==> src/rtl/kf_state_estimator_if.sv <==
// Sample/estimate bus of the scalar Kalman state estimator.
//
// Signals:
//   z         measurement sample, Q4.28 signed          (master -> slave)
//   vc        controller output applied this sample     (master -> slave)
//   z_valid   z/vc valid                                (master -> slave)
//   z_ready   estimator idle, can accept a sample       (slave -> master)
//   xf        filtered state estimate, held             (slave -> master)
//   xf_valid  one-cycle pulse: xf updated               (slave -> master)
//   sat_flag  sticky arithmetic saturation indicator    (slave -> master)
//
// Modports: master = sample producer / estimate consumer, slave = estimator.

interface kf_state_estimator_if #(
    parameter int unsigned N = 32
) ();

    logic signed [N-1:0] z;
    logic signed [N-1:0] vc;
    logic                z_valid;
    logic                z_ready;
    logic signed [N-1:0] xf;
    logic                xf_valid;
    logic                sat_flag;

    modport master (
        output z,
        output vc,
        output z_valid,
        input  z_ready,
        input  xf,
        input  xf_valid,
        input  sat_flag
    );

    modport slave (
        input  z,
        input  vc,
        input  z_valid,
        output z_ready,
        output xf,
        output xf_valid,
        output sat_flag
    );

endinterface

==> src/rtl/kf_state_estimator.sv <==
// Scalar fixed-gain (steady-state) Kalman estimator.
//
// Per accepted sample:
//   xpred = A*xf + B*vc;  e = z - xpred;  xf <= xpred + K*e
// A single shared Q4.28 multiplier and a single shared adder/subtractor are
// sequenced by an FSM: IDLE -> MUL_A -> MUL_B -> INNOV -> MUL_K -> UPD -> IDLE.
// xf and xf_valid update on the 5th rising edge after the accepting edge.
//
// Ports:
//   clk   clock, rising edge
//   rst   asynchronous, active-high reset
//   bus   kf_state_estimator_if.slave (z, vc, z_valid, z_ready, xf, xf_valid, sat_flag)
//
// Configuration:
//   KF_SAT_EN defined   : multiply and add/sub results saturate on overflow and
//                         set the sticky sat_flag.
//   KF_SAT_EN undefined : results wrap modulo 2^N, sat_flag is tied to 0.

module kf_state_estimator #(
    parameter int unsigned         N = 32,
    parameter int unsigned         Q = 28,
    parameter logic signed [N-1:0] A = 32'sh1000_0000,
    parameter logic signed [N-1:0] B = 32'sh0000_0000,
    parameter logic signed [N-1:0] K = 32'sh0800_0000
) (
    input logic                 clk,
    input logic                 rst,
    kf_state_estimator_if.slave bus
);

    // Top bit of the product slice that forms the Q4.28 result.
    localparam int unsigned Hi = N - 1 + Q;

    localparam logic signed [N-1:0] SatMax = {1'b0, {(N-1){1'b1}}};
    localparam logic signed [N-1:0] SatMin = {1'b1, {(N-1){1'b0}}};

    typedef enum logic [2:0] {
        StIdle,
        StMulA,
        StMulB,
        StInnov,
        StMulK,
        StUpd
    } state_e;

    state_e state_q, state_d;

    logic signed [N-1:0] z_q, vc_q;
    logic signed [N-1:0] ax_q, xpred_q, e_q, ke_q, xf_q;
    logic                xf_valid_q;
    logic                accept;

    // Shared multiplier
    logic signed [N-1:0]   mul_a, mul_b;
    logic                  mul_en;
    logic signed [2*N-1:0] product;
    logic signed [N-1:0]   mul_raw, mul_res;

    // Shared adder/subtractor
    logic signed [N-1:0] add_a, add_b, add_b_eff, add_sum, add_res;
    logic                add_sub;
    logic                add_en;

    // ------------------------------------------------------------------
    // FSM
    // ------------------------------------------------------------------
    assign accept = bus.z_valid && (state_q == StIdle);

    always_comb begin
        state_d = state_q;
        unique case (state_q)
            StIdle:  if (bus.z_valid) state_d = StMulA;
            StMulA:  state_d = StMulB;
            StMulB:  state_d = StInnov;
            StInnov: state_d = StMulK;
            StMulK:  state_d = StUpd;
            StUpd:   state_d = StIdle;
            default: state_d = StIdle;
        endcase
    end

    // ------------------------------------------------------------------
    // Operand selection
    // ------------------------------------------------------------------
    always_comb begin
        mul_a  = '0;
        mul_b  = '0;
        mul_en = 1'b0;
        unique case (state_q)
            StMulA: begin
                mul_a  = A;
                mul_b  = xf_q;
                mul_en = 1'b1;
            end
            StMulB: begin
                mul_a  = B;
                mul_b  = vc_q;
                mul_en = 1'b1;
            end
            StMulK: begin
                mul_a  = K;
                mul_b  = e_q;
                mul_en = 1'b1;
            end
            default: ;
        endcase
    end

    // Kept separate from the multiplier operand mux: in MUL_B the adder
    // consumes the multiplier result in the same cycle.
    always_comb begin
        add_a   = '0;
        add_b   = '0;
        add_sub = 1'b0;
        add_en  = 1'b0;
        unique case (state_q)
            StMulB: begin
                add_a  = ax_q;
                add_b  = mul_res;
                add_en = 1'b1;
            end
            StInnov: begin
                add_a   = z_q;
                add_b   = xpred_q;
                add_sub = 1'b1;
                add_en  = 1'b1;
            end
            StUpd: begin
                add_a  = xpred_q;
                add_b  = ke_q;
                add_en = 1'b1;
            end
            default: ;
        endcase
    end

    // ------------------------------------------------------------------
    // Arithmetic
    // ------------------------------------------------------------------
    assign product = $signed({{N{mul_a[N-1]}}, mul_a}) * $signed({{N{mul_b[N-1]}}, mul_b});
    // Dropping the low Q bits of a two's-complement value floors toward -inf.
    assign mul_raw = product[Hi:Q];

    // Subtraction as a + ~b + 1, so one overflow rule covers both operations.
    assign add_b_eff = add_sub ? ~add_b : add_b;
    assign add_sum   = add_a + add_b_eff + {{(N-1){1'b0}}, add_sub};

`ifdef KF_SAT_EN
    logic mul_ovf, add_ovf, sat_hit, sat_q;
    logic unused_product;

    // Bits above the result's sign bit must all replicate it.
    assign mul_ovf = !((&product[2*N-1:Hi]) || !(|product[2*N-1:Hi]));
    assign mul_res = mul_ovf ? (product[2*N-1] ? SatMin : SatMax) : mul_raw;

    assign add_ovf = (add_a[N-1] == add_b_eff[N-1]) && (add_sum[N-1] != add_a[N-1]);
    assign add_res = add_ovf ? (add_a[N-1] ? SatMin : SatMax) : add_sum;

    assign sat_hit = (mul_en && mul_ovf) || (add_en && add_ovf);

    always_ff @(posedge clk or posedge rst) begin
        if (rst) begin
            sat_q <= 1'b0;
        end else if (sat_hit) begin
            sat_q <= 1'b1;
        end
    end

    assign bus.sat_flag   = sat_q;
    assign unused_product = ^product[Q-1:0];
`else
    logic unused_wrap;

    assign mul_res      = mul_raw;
    assign add_res      = add_sum;
    assign bus.sat_flag = 1'b0;
    assign unused_wrap  = ^{product[2*N-1:Hi+1], product[Q-1:0], mul_en, add_en};
`endif

    // ------------------------------------------------------------------
    // State and datapath registers
    // ------------------------------------------------------------------
    always_ff @(posedge clk or posedge rst) begin
        if (rst) begin
            state_q    <= StIdle;
            z_q        <= '0;
            vc_q       <= '0;
            ax_q       <= '0;
            xpred_q    <= '0;
            e_q        <= '0;
            ke_q       <= '0;
            xf_q       <= '0;
            xf_valid_q <= 1'b0;
        end else begin
            state_q    <= state_d;
            xf_valid_q <= (state_q == StUpd);
            if (accept) begin
                z_q  <= bus.z;
                vc_q <= bus.vc;
            end
            case (state_q)
                StMulA:  ax_q    <= mul_res;
                StMulB:  xpred_q <= add_res;
                StInnov: e_q     <= add_res;
                StMulK:  ke_q    <= mul_res;
                StUpd:   xf_q    <= add_res;
                default: ;
            endcase
        end
    end

    assign bus.z_ready  = (state_q == StIdle);
    assign bus.xf       = xf_q;
    assign bus.xf_valid = xf_valid_q;

endmodule
==> src/flat_wrapper.sv <==
// flat-port wrapper written by rule: the top's interface ports become plain ports
module kf_state_estimator_flat 
#(
    parameter int unsigned         N = 32,
    parameter int unsigned         Q = 28,
    parameter logic signed [N-1:0] A = 32'sh1000_0000,
    parameter logic signed [N-1:0] B = 32'sh0000_0000,
    parameter logic signed [N-1:0] K = 32'sh0800_0000
)
  (clk, rst, bus_z, bus_vc, bus_z_valid, bus_z_ready, bus_xf, bus_xf_valid, bus_sat_flag);
  kf_state_estimator_if #(.N(N)) bus_i ();
  input logic clk;
  input logic rst;
  input wire logic [$bits(bus_i.z)-1:0] bus_z;
  input wire logic [$bits(bus_i.vc)-1:0] bus_vc;
  input wire logic [$bits(bus_i.z_valid)-1:0] bus_z_valid;
  output wire logic [$bits(bus_i.z_ready)-1:0] bus_z_ready;
  output wire logic [$bits(bus_i.xf)-1:0] bus_xf;
  output wire logic [$bits(bus_i.xf_valid)-1:0] bus_xf_valid;
  output wire logic [$bits(bus_i.sat_flag)-1:0] bus_sat_flag;
  assign bus_i.z = bus_z;
  assign bus_i.vc = bus_vc;
  assign bus_i.z_valid = bus_z_valid;
  assign bus_z_ready = bus_i.z_ready;
  assign bus_xf = bus_i.xf;
  assign bus_xf_valid = bus_i.xf_valid;
  assign bus_sat_flag = bus_i.sat_flag;
  kf_state_estimator #(.N(N), .Q(Q), .A(A), .B(B), .K(K)) u_core (.clk(clk), .rst(rst), .bus(bus_i));
endmodule
==> config.mk <==
export PLATFORM = sky130hd
export DESIGN_NAME = kf_state_estimator_flat
export DESIGN_NICKNAME = d
export VERILOG_FILES = /design/src/rtl/kf_state_estimator_if.sv /design/src/rtl/kf_state_estimator.sv /design/src/flat_wrapper.sv
export SDC_FILE = /design/constraint.sdc
export NUM_CORES = 1
export LEC_CHECK = 0
export ABC_AREA = 1
export CORE_MARGIN = 3
export CORE_UTILIZATION = 50
export DETAILED_ROUTE_END_ITERATION = 8
export PLACE_DENSITY_LB_ADDON = 0.2
export SYNTH_ARGS = -nofsm -noshare
export SYNTH_HDL_FRONTEND = slang
export SYNTH_SLANG_ARGS = --single-unit
==> constraint.sdc <==
create_clock -name clk -period 14.7 [get_ports clk]
set_input_delay 2.205 -clock clk [delete_from_list [all_inputs] [get_ports clk]]
set_output_delay 2.205 -clock clk [all_outputs]
set_load 0.005 [all_outputs]
* Yosys cells after proc, flatten, opt, wreduce, memory -nomap -nowiden
Index checks and enable logic that the tools add are counted.
** Storage, ports and cells
- Register bits after elaboration :: 228
- Bits of input ports :: 67
- Memories kept :: 0
- RAM bits :: 0
- Output and inout port bits :: 35
- Latch bits :: 0
- Word-level logic and storage cells :: 29
- Memory bits (read-only) :: 0
** Cells by class
- Add/sub/neg operators :: 2
- Multiply operators :: 1
- Shift operators :: 0
- Multiplexer cells :: 8
- Equal/unequal tests :: 6
- Div/mod/pow operators :: 0
- Reduce and logical (&&, ||, !) cells :: 2
- Bitwise logic cells :: 1
- Order comparisons :: 0
** Operators by type and width (count)
- $pmux 32 s3 :: 3
- $mul 30x32->60 :: 1
- $pmux 29 s2 :: 1
- $add 32x1->32 :: 1
- $add 32x32->32 :: 1
- $mux 32 :: 1
- $not 32->32 :: 1
- $pmux 3 s5 :: 1
- $eq 3x2->1 const B :: 2
- $eq 3x3->1 const B :: 2
- $eq 3x1->1 const B :: 1
- $logic_not 3->1 :: 1
- $mux 3 :: 1
- $ne 2x2->1 const B :: 1
- $logic_and 1x1->1 :: 1
- $mux 1 :: 1

* Longest topological paths before layout
Gate-level depths: netlist of run 1.
- Depth after elaboration :: 8
- Depth in mapped cells :: 39
- Gate-level depth less buffers :: 37

* Least setup slack after synthesis of run 1
OpenSTA, ideal clock, no wires.
- Path type :: reg2reg
- Start :: register u_core.state_q[0]
- End :: register u_core.xf_q[30], in the netlist u_core.bus.xf[30]
- Stages on the path, launching flop included :: 34
- Setup time :: 0.118 ns
- Path slack :: 8.188 ns
- Arrival time :: 6.394 ns
- Period minus slack after synthesis :: 6.512 ns
- Data required time :: 14.582 ns
- Path through :: dfrtp_1 buf_2 nor2_1 inv_1 nor2_1 inv_2 clkbuf_1 nor2_1 ha_1 ha_1 ha_1 ha_1 ha_1 ha_1 ha_1 ha_1 ha_1 a21oi_1 o21ai_0 a21oi_1 nand3_1 a21o_1 or2_2 nand3_1 o221ai_1 ha_1 inv_1 nor3_1 nand2_1 or3b_1 nand2_1 nand2_1 nand3_1 nand2_1
** Between the ends
- Longest elaborated chain between the ends :: 8
- Elaborated cells on any way between the ends :: 15
- Classes of those cells :: 2 x add/sub; 1 x mul; 5 x eq/ne; 6 x mux; 1 x bitwise
** RTL lines
- from (decl) :: RTL line kf_state_estimator.sv:46 : state_e state_q, state_d;
- from (signal assigned) :: RTL line kf_state_estimator.sv:185 : state_q <= StIdle;
- from (signal assigned) :: RTL line kf_state_estimator.sv:195 : state_q <= state_d;
- $eq 3x3->1, or another cell as far along :: RTL line kf_state_estimator.sv:89 : unique case (state_q)
- $pmux 32 s3 / $pmux 29 s2 (equally long branches) :: RTL line kf_state_estimator.sv:89
- $mul 30x32->60 :: RTL line kf_state_estimator.sv:140 : assign product = $signed({{N{mul_a[N-1]}}, mul_a}) * $signed({{N{mul_b[N-1]}}, mul_b});
- $pmux 32 s3 :: RTL line kf_state_estimator.sv:116 : unique case (state_q)
- $not 32->32 :: RTL line kf_state_estimator.sv:145 : assign add_b_eff = add_sub ? ~add_b : add_b;
- $mux 32 :: RTL line kf_state_estimator.sv:145
- $add 32x32->32 :: RTL line kf_state_estimator.sv:146 : assign add_sum = add_a + add_b_eff + {{(N-1){1'b0}}, add_sub};
- $add 32x1->32 :: RTL line kf_state_estimator.sv:146
- to (signal assigned) :: RTL line kf_state_estimator.sv:206 : StUpd: xf_q <= add_res;
- to (decl) :: RTL line kf_state_estimator.sv:49 : logic signed [N-1:0] ax_q, xpred_q, e_q, ke_q, xf_q;
Parallel ways exist; a longest one is shown, timed or not.
A chain may end at the register's enable or synchronous reset.

* Worst setup path after layout of run 1
Ends and elaborated chain as after synthesis.

==> results of run 1 <==
==> routing by layer <==
metal / track usage / up-vias
met2: 0.4224 / 349
met4: 0.05102 / 0
met1: 0.3618 / 5679
li1: - / 5961
met3: 0.03475 / 38
met5: 0 / -
==> sequential cells by signal, indices dropped and copies added, names as in the netlist <==
signal	cells
u_core.bus.xf	32
u_core.ke_q	32
u_core.xpred_q	32
u_core.z_q	32
u_core.bus.xf_valid	1
u_core.e_q	31
u_core.state_q	3
u_core.ax_q	32
==> through the flow <==
stage / cell area (um^2) / hold slack (ns) / power [W] / std cells / utilization
after floorplan: 13830 / 0.4491 / 0.001952 / 1766 / -
after global placement: 14800 / 0.4644 / 0.002417 / 2117 / 0.5475
after detailed placement: 14800 / 0.4657 / 0.002446 / 2117 / 0.5475
after CTS: 15410 / 0.4868 / 0.002949 / 2149 / 0.5702
after global routing: 15410 / 0.5160 / 0.003209 / 2149 / 0.5702
final: 15410 / 0.4888 / 0.002952 / 2149 / 0.5702
==> worst min path at each step <==
stage                            to  slack, ns  cells past startpoint
floorplan            u_core.e_q[26]       0.45                      2
global placement    u_core.ke_q[24]       0.46                      2
detailed placement   u_core.e_q[31]       0.47                      2
CTS                  u_core.e_q[31]       0.49                      2
global route        u_core.ke_q[13]       0.52                      2
finish                u_core.e_q[8]       0.49                      2
==> area by class of cell <==
class | count | area share
tap | 341 | 0.02769
multi-input combinational | 1296 | 0.5147
clock buffer | 17 | 0.02760
sequential | 195 | 0.3166
timing repair buffer | 83 | 0.05147
inverter | 202 | 0.04969
clock inverter | 15 | 0.01218
==> synth_stat cells, types with 4 or more instances <==
library cell / instances
nand3_1: 104
dfrtp_1: 195
buf_2: 5
xnor2_1: 13
inv_1: 195
a31oi_1: 4
o221ai_1: 50
nand2_2: 7
o21ai_0: 145
a22o_1: 9
nand2_1: 406
clkbuf_1: 62
or2_1: 4
xor2_1: 12
nand3_2: 4
ha_1: 200
a21oi_1: 87
o21ai_1: 17
o21bai_1: 7
a21o_1: 5
o211ai_1: 11
nor2_1: 121
buf_1: 5
nand4_1: 17
nand3b_1: 6
nor3_1: 11
inv_2: 5
or2_2: 13
==> power by group through the flow <==
stage	logic (W)	clock network (W)	registers, W
3_3_place_gp	0.00153	0	0.000886
2_1_floorplan	0.00109	0	0.000863
4_1_cts	0.00157	0.000497	0.000884
5_1_grt	0.00178	0.000520	0.000910
3_5_place_dp	0.00155	0	0.000893
6_report	0.00158	0.000488	0.000886
==> cells by family (layout without fill, tap and decap cells) <==
group / Yosys count / in the layout / synth area share
compound gates: 349 / 349 / 0.1513
xor+xnor: 25 / 25 / 0.01590
fa+ha+maj: 202 / 202 / 0.1846
buf+inv: 275 / 317 / 0.07567
flops: 195 / 195 / 0.3543
mux: 1 / 1 / 0.0008175
other cells: 1 / 16 / 0.0002723
simple gates: 703 / 703 / 0.2171
==> critical path, delay by kind of cell (launching register included) <==
family                     cells  cell delay [ns]
adders and majority gates     10             3.16
and+or+nand+nor               14             2.33
buffers and inverters          5             1.32
AOI/OAI and AO/OA              4             0.65
DFF                            1             0.50
==> results.py, run 1 <==
metrics = {
    "worst_setup_path": {
        "startpoint": "u_core.state_q[0]",
        "r2r_slack_ns": 6.58,
        "crit_path_end_kind": "flip-flop",
        "cp_max_fo": 34,
        "cp_common_cell": "ha_1",
        "worstPathRequired_ns": 15.04,
        "crit_type": "reg -> reg",
        "slowest_delay_ns": 0.50,
        "r2r_start": "u_core.state_q[0]",
        "crit_end": "u_core.bus.xf[30]",
        "ff2ff_path_depth": 33,
        "critPathArrivalTime_ns": 8.46,
        "reg2reg_to": "u_core.bus.xf[30]",
        "worst_setup_path_start_kind": "flip-flop",
        "critPathSlowestCell": "dfrtp_1",
    },
    "clocking": {
        "clkTransAtPathRegs_ns": 0.08,
        "cts_tree": "done",
        "postCtsSetupBuffers": 0,
        "clock-sinks": 195,
        "numCtsBuffers": 17,
        "cts_buffer_depth": 2,
        "cts_resized": 0,
        "worstSkewPairLatency_ns": 0.46,
        "cts_max_level": 4,
        "cts_root_buffer": "clkbuf_16",
        "hold_buffers": 0,
    },
    "hold_path": {
        "hp-start": "u_core.e_q[8]",
        "hp-class": "reg -> reg",
    },
    "flow_run": {
        "maxCapViolations": 0,
    },
    "floorplanning": {
        "rows": 60,
        "initial_core_util": 0.5096,
        "die_area_um2": 29570,
        "die_h_um": 172.0,
        "die_w_um": 172.0,
        "core_region_area_um2": 27030,
        "io_pins": 102,
    },
    "power_and_ir_drop": {
        "vdd_drop_max_mv": 0.08007,
        "power.internal_w": 0.001551,
        "power_frac_comb": 0.535,
        "power_density_nw_per_um2": 191.5,
        "switching_share": 0.4744,
        "seq_power_share": 0.300,
        "p_leak_nw": 8.058,
        "clkPwrFrac": 0.165,
        "p_switching_w": 0.001400,
    },
    "detailed_routing": {
        "dr_wl_met3_um": 2028,
        "via_per_inst": 5.597,
        "wl_met2_um": 17150,
        "drc": 0,
        "wl_met1_um": 17210,
        "top_layer": "met4",
        "antenna_left": 0,
        "wl_per_cell_um": 17.13,
        "vias": 12030,
        "routed_wl_um": 36820,
        "drt_pass1_iterations": 5,
        "drt_iter0_markers": 1167,
    },
    "global_route": {
        "grt_max_degree": 81,
        "antenna_found_initial": 0,
        "grt_pass1_wl_um": 59840,
        "grt_pass1_vias": 11360,
        "grt.total_usage": 0.2554,
        "grt_overflow": 0,
    },
    "logic_synthesis": {
        "ys_seq_area_frac": 0.3543,
        "synth_largest_area_cell": "dfrtp_1",
        "yosys_warnings": 0,
        "synth_top_area_frac": 0.3543,
        "syn_inst": 1751,
        "ys_ff_latch": 195,
        "postSynth.asyncResetShare": 1.000,
        "synthesis.area_um2": 13770,
        "synth_edf_count": 0,
        "synth_area_leaders": "dfrtp_1 35%, ha_1 18%, nand2_1 11%",
        "ys_types": 51,
        "ys.flop_type": "dfrtp_1",
        "synth_area_per_cell_um2": 7.866,
    },
    "sta": {
        "period_share": 0.5526,
        "fin_crit_ns": 8.123,
        "setup_ws_ns": 6.577,
        "rsz0062_at_grt": "no",
        "worst_clock_skew_ns": 0.02094,
        "drv_slew": 0,
        "relSlewSlack": 0.4239,
        "max_freq_mhz": 123.1,
        "finalSetupViolations": 0,
        "tns_ns": 0,
        "worst_slew_pin_slew_ns": 0.8631,
        "finalHoldViolCount": 0,
    },
    "final_layout": {
        "antenna_cells": 0,
        "syn_to_final_growth_pct": 11.89,
        "multi_input_area_um2": 7933,
        "fill_cells": 2496,
        "final_cell_mix": "405 x nand2_1, 200 x ha_1, 195 x dfrtp_1",
        "seq_area_um2": 4880,
        "final_common_cell": "nand2_1",
        "finalNetCount": 2064,
        "layout-drive-gt1-share": 0.05033,
    },
    "placed_design": {
        "dp_slack_ns": 6.623,
        "place_congestion": 0.9337,
        "dp_hpwl_um": 26600,
        "io_buffers": 68,
    },
    "outcome": {
        "outcome": "finished, final reports clean",
    },
}
Note: power is estimated with default switching activity, not from simulation.
==> run 2: changes to the inputs <==
clock period = 7.1 ns   (was 14.7 ns; I/O delays follow)
==> results.py, run 2 (synthesis results as in run 1) <==
metrics = {
    "final_layout": {
        "final_cell_area_um2": 15800,
        "layout-drive-gt1-share": 0.08002,
        "syn_to_final_growth_pct": 14.71,
        "fill_cells": 2467,
        "final_cell_mix": "402 x nand2_1, 195 x dfrtp_1, 193 x inv_1",
        "fin_util": 0.5846,
        "antenna_cells": 0,
        "final_common_cell": "nand2_1",
        "finalNetCount": 2094,
    },
    "power_and_ir_drop": {
        "p_leak_nw": 8.204,
        "vdd_drop_max_mv": 0.2303,
        "fin_total_pwr_w": 0.006361,
        "power_density_nw_per_um2": 402.6,
    },
    "floorplanning": {
        "io_pins": 102,
        "initial_core_util": 0.5096,
        "rows": 60,
        "die_w_um": 172.0,
        "die_h_um": 172.0,
        "core_region_area_um2": 27030,
        "die_area_um2": 29570,
    },
    "sta": {
        "rsz0062_at_grt": "yes",
        "finalSetupViolations": 0,
        "max_freq_mhz": 145.5,
        "drv_slew": 0,
        "finalHoldViolCount": 0,
        "fin_crit_ns": 6.872,
        "period_share": 0.9678,
        "setup_ws_ns": 0.2284,
        "relSlewSlack": 0.3637,
        "worst_clock_skew_ns": 0.02060,
        "worst_slew_pin_slew_ns": 0.9486,
    },
    "detailed_routing": {
        "drc": 0,
        "drt_pass1_iterations": 5,
        "drt_iter0_markers": 952,
        "wl_per_cell_um": 17.31,
        "routed_wl_um": 37710,
        "via_per_inst": 5.576,
        "antenna_left": 0,
        "vias": 12150,
    },
    "worst_setup_path": {
        "critPathSlowestCell": "dfrtp_1",
        "critPathArrivalTime_ns": 7.17,
        "cp_common_cell": "ha_1",
        "crit_path_end_kind": "flip-flop",
        "cp_max_fo": 9,
        "ff2ff_path_depth": 34,
        "slowest_delay_ns": 0.42,
        "worst_setup_path_start_kind": "flip-flop",
        "worstPathRequired_ns": 7.40,
        "crit_type": "reg -> reg",
    },
    "global_route": {
        "grt_pass1_wl_um": 60550,
        "antenna_found_initial": 0,
        "grt_pass1_vias": 11600,
        "grt_overflow": 0,
        "grt.total_usage": 0.2590,
        "grt_max_degree": 74,
    },
    "hold_path": {
        "holdPathStages": 2,
        "hp-class": "reg -> reg",
    },
    "flow_run": {
        "maxCapViolations": 0,
    },
    "placed_design": {
        "dp_slack_ns": 0.2052,
        "dp_hpwl_um": 27370,
        "place_congestion": 0.9424,
        "io_buffers": 68,
        "placed_area_um2": 14990,
    },
    "clocking": {
        "clock-sinks": 195,
        "clkTransAtPathRegs_ns": 0.07,
        "numCtsBuffers": 17,
        "cts_buffer_depth": 2,
        "cts_max_level": 4,
        "cts_root_buffer": "clkbuf_16",
        "worstSkewPairLatency_ns": 0.46,
        "cts_tree": "done",
    },
    "outcome": {
        "outcome": "finished, final reports clean",
    },
}
run 2: cell types whose count changed in the layout (fill, tap and decap cells not counted), moves of 3 or more:
| cell | delta |
|---|---|
| buf_4 | +28 |
| clkinv_8 | -7 |
| clkinvlp_4 | +3 |
| ha_1 | -9 |
| ha_4 | +8 |
| nand2_1 | -3 |
| nand2_2 | +3 |
| nor2_1 | -3 |
| nor2_2 | +3 |
| nor3_1 | -3 |
| nor3_2 | +3 |
run 2: cell type report:
cell class | instances | area [um^2] | area share
multi-input cells | 1296 | 8115 | 0.5137
flip-flops and latches | 195 | 4880 | 0.3089
repair buffers | 113 | 1044 | 0.06605
inverters | 202 | 769.5 | 0.04871
clock buffers | 19 | 442.9 | 0.02804
well taps | 341 | 426.7 | 0.02701
clock inverters | 12 | 121.4 | 0.007682
run 2: repair_timing:
action                                  4_1_cts  5_1_grt
setup buffers                                 0        6
endpoints found under the setup margin        0       28
endpoints found under the hold margin         0        0
resized for setup                             0       35
hold buffers                                  0        0
run 2: path summary, 6_finish.rpt:
kind                            slack, ns               from                 end
worst min register to register       0.48     u_core.e_q[19]      u_core.e_q[19]
min in group asynchronous            1.05                rst      u_core.ax_q[5]
worst max register to register       0.23  u_core.state_q[1]  u_core.xpred_q[21]
worst max-delay path                 0.23  u_core.state_q[1]  u_core.xpred_q[21]
worst min-delay path                 0.48     u_core.e_q[19]      u_core.e_q[19]
max in group asynchronous            4.69                rst     u_core.ke_q[19]
run 2: per-stage QoR:
step                setup TNS, ns  hold slack, ns  std cells
global route              -0.1829          0.5055       2178
CTS                             0          0.4841       2172
floorplan                       0          0.4491       1766
finish                          0          0.4808       2178
detailed placement              0          0.4663       2141
global placement                0          0.4655       2141
run 2: routing by layer:
layer  vias up  part of all wire  track usage
li1       6019                 -            -
met1      5745              0.46       0.3562
met2       333              0.47       0.4312
met3        48             0.049      0.03749
met4         0             0.020      0.06838
met5         -                 0            0
run 2: worst max-delay path, delay by kind of cell (launching register included):
kind	cells	cell delay (ns)
compound gates	6	1.01
xor+xnor	1	0.31
fa+ha+maj	10	2.74
buf+inv	7	0.99
flops	1	0.42
simple gates	10	1.23
run 2: where the power goes:
| group | leakage (nW) | internal (W) | switching (W) |
|---|---|---|---|
| Clock | 0.269 | 0.000500 | 0.000469 |
| Sequential | 2.47 | 0.00159 | 0.000242 |
| Combinational | 5.46 | 0.00134 | 0.00222 |
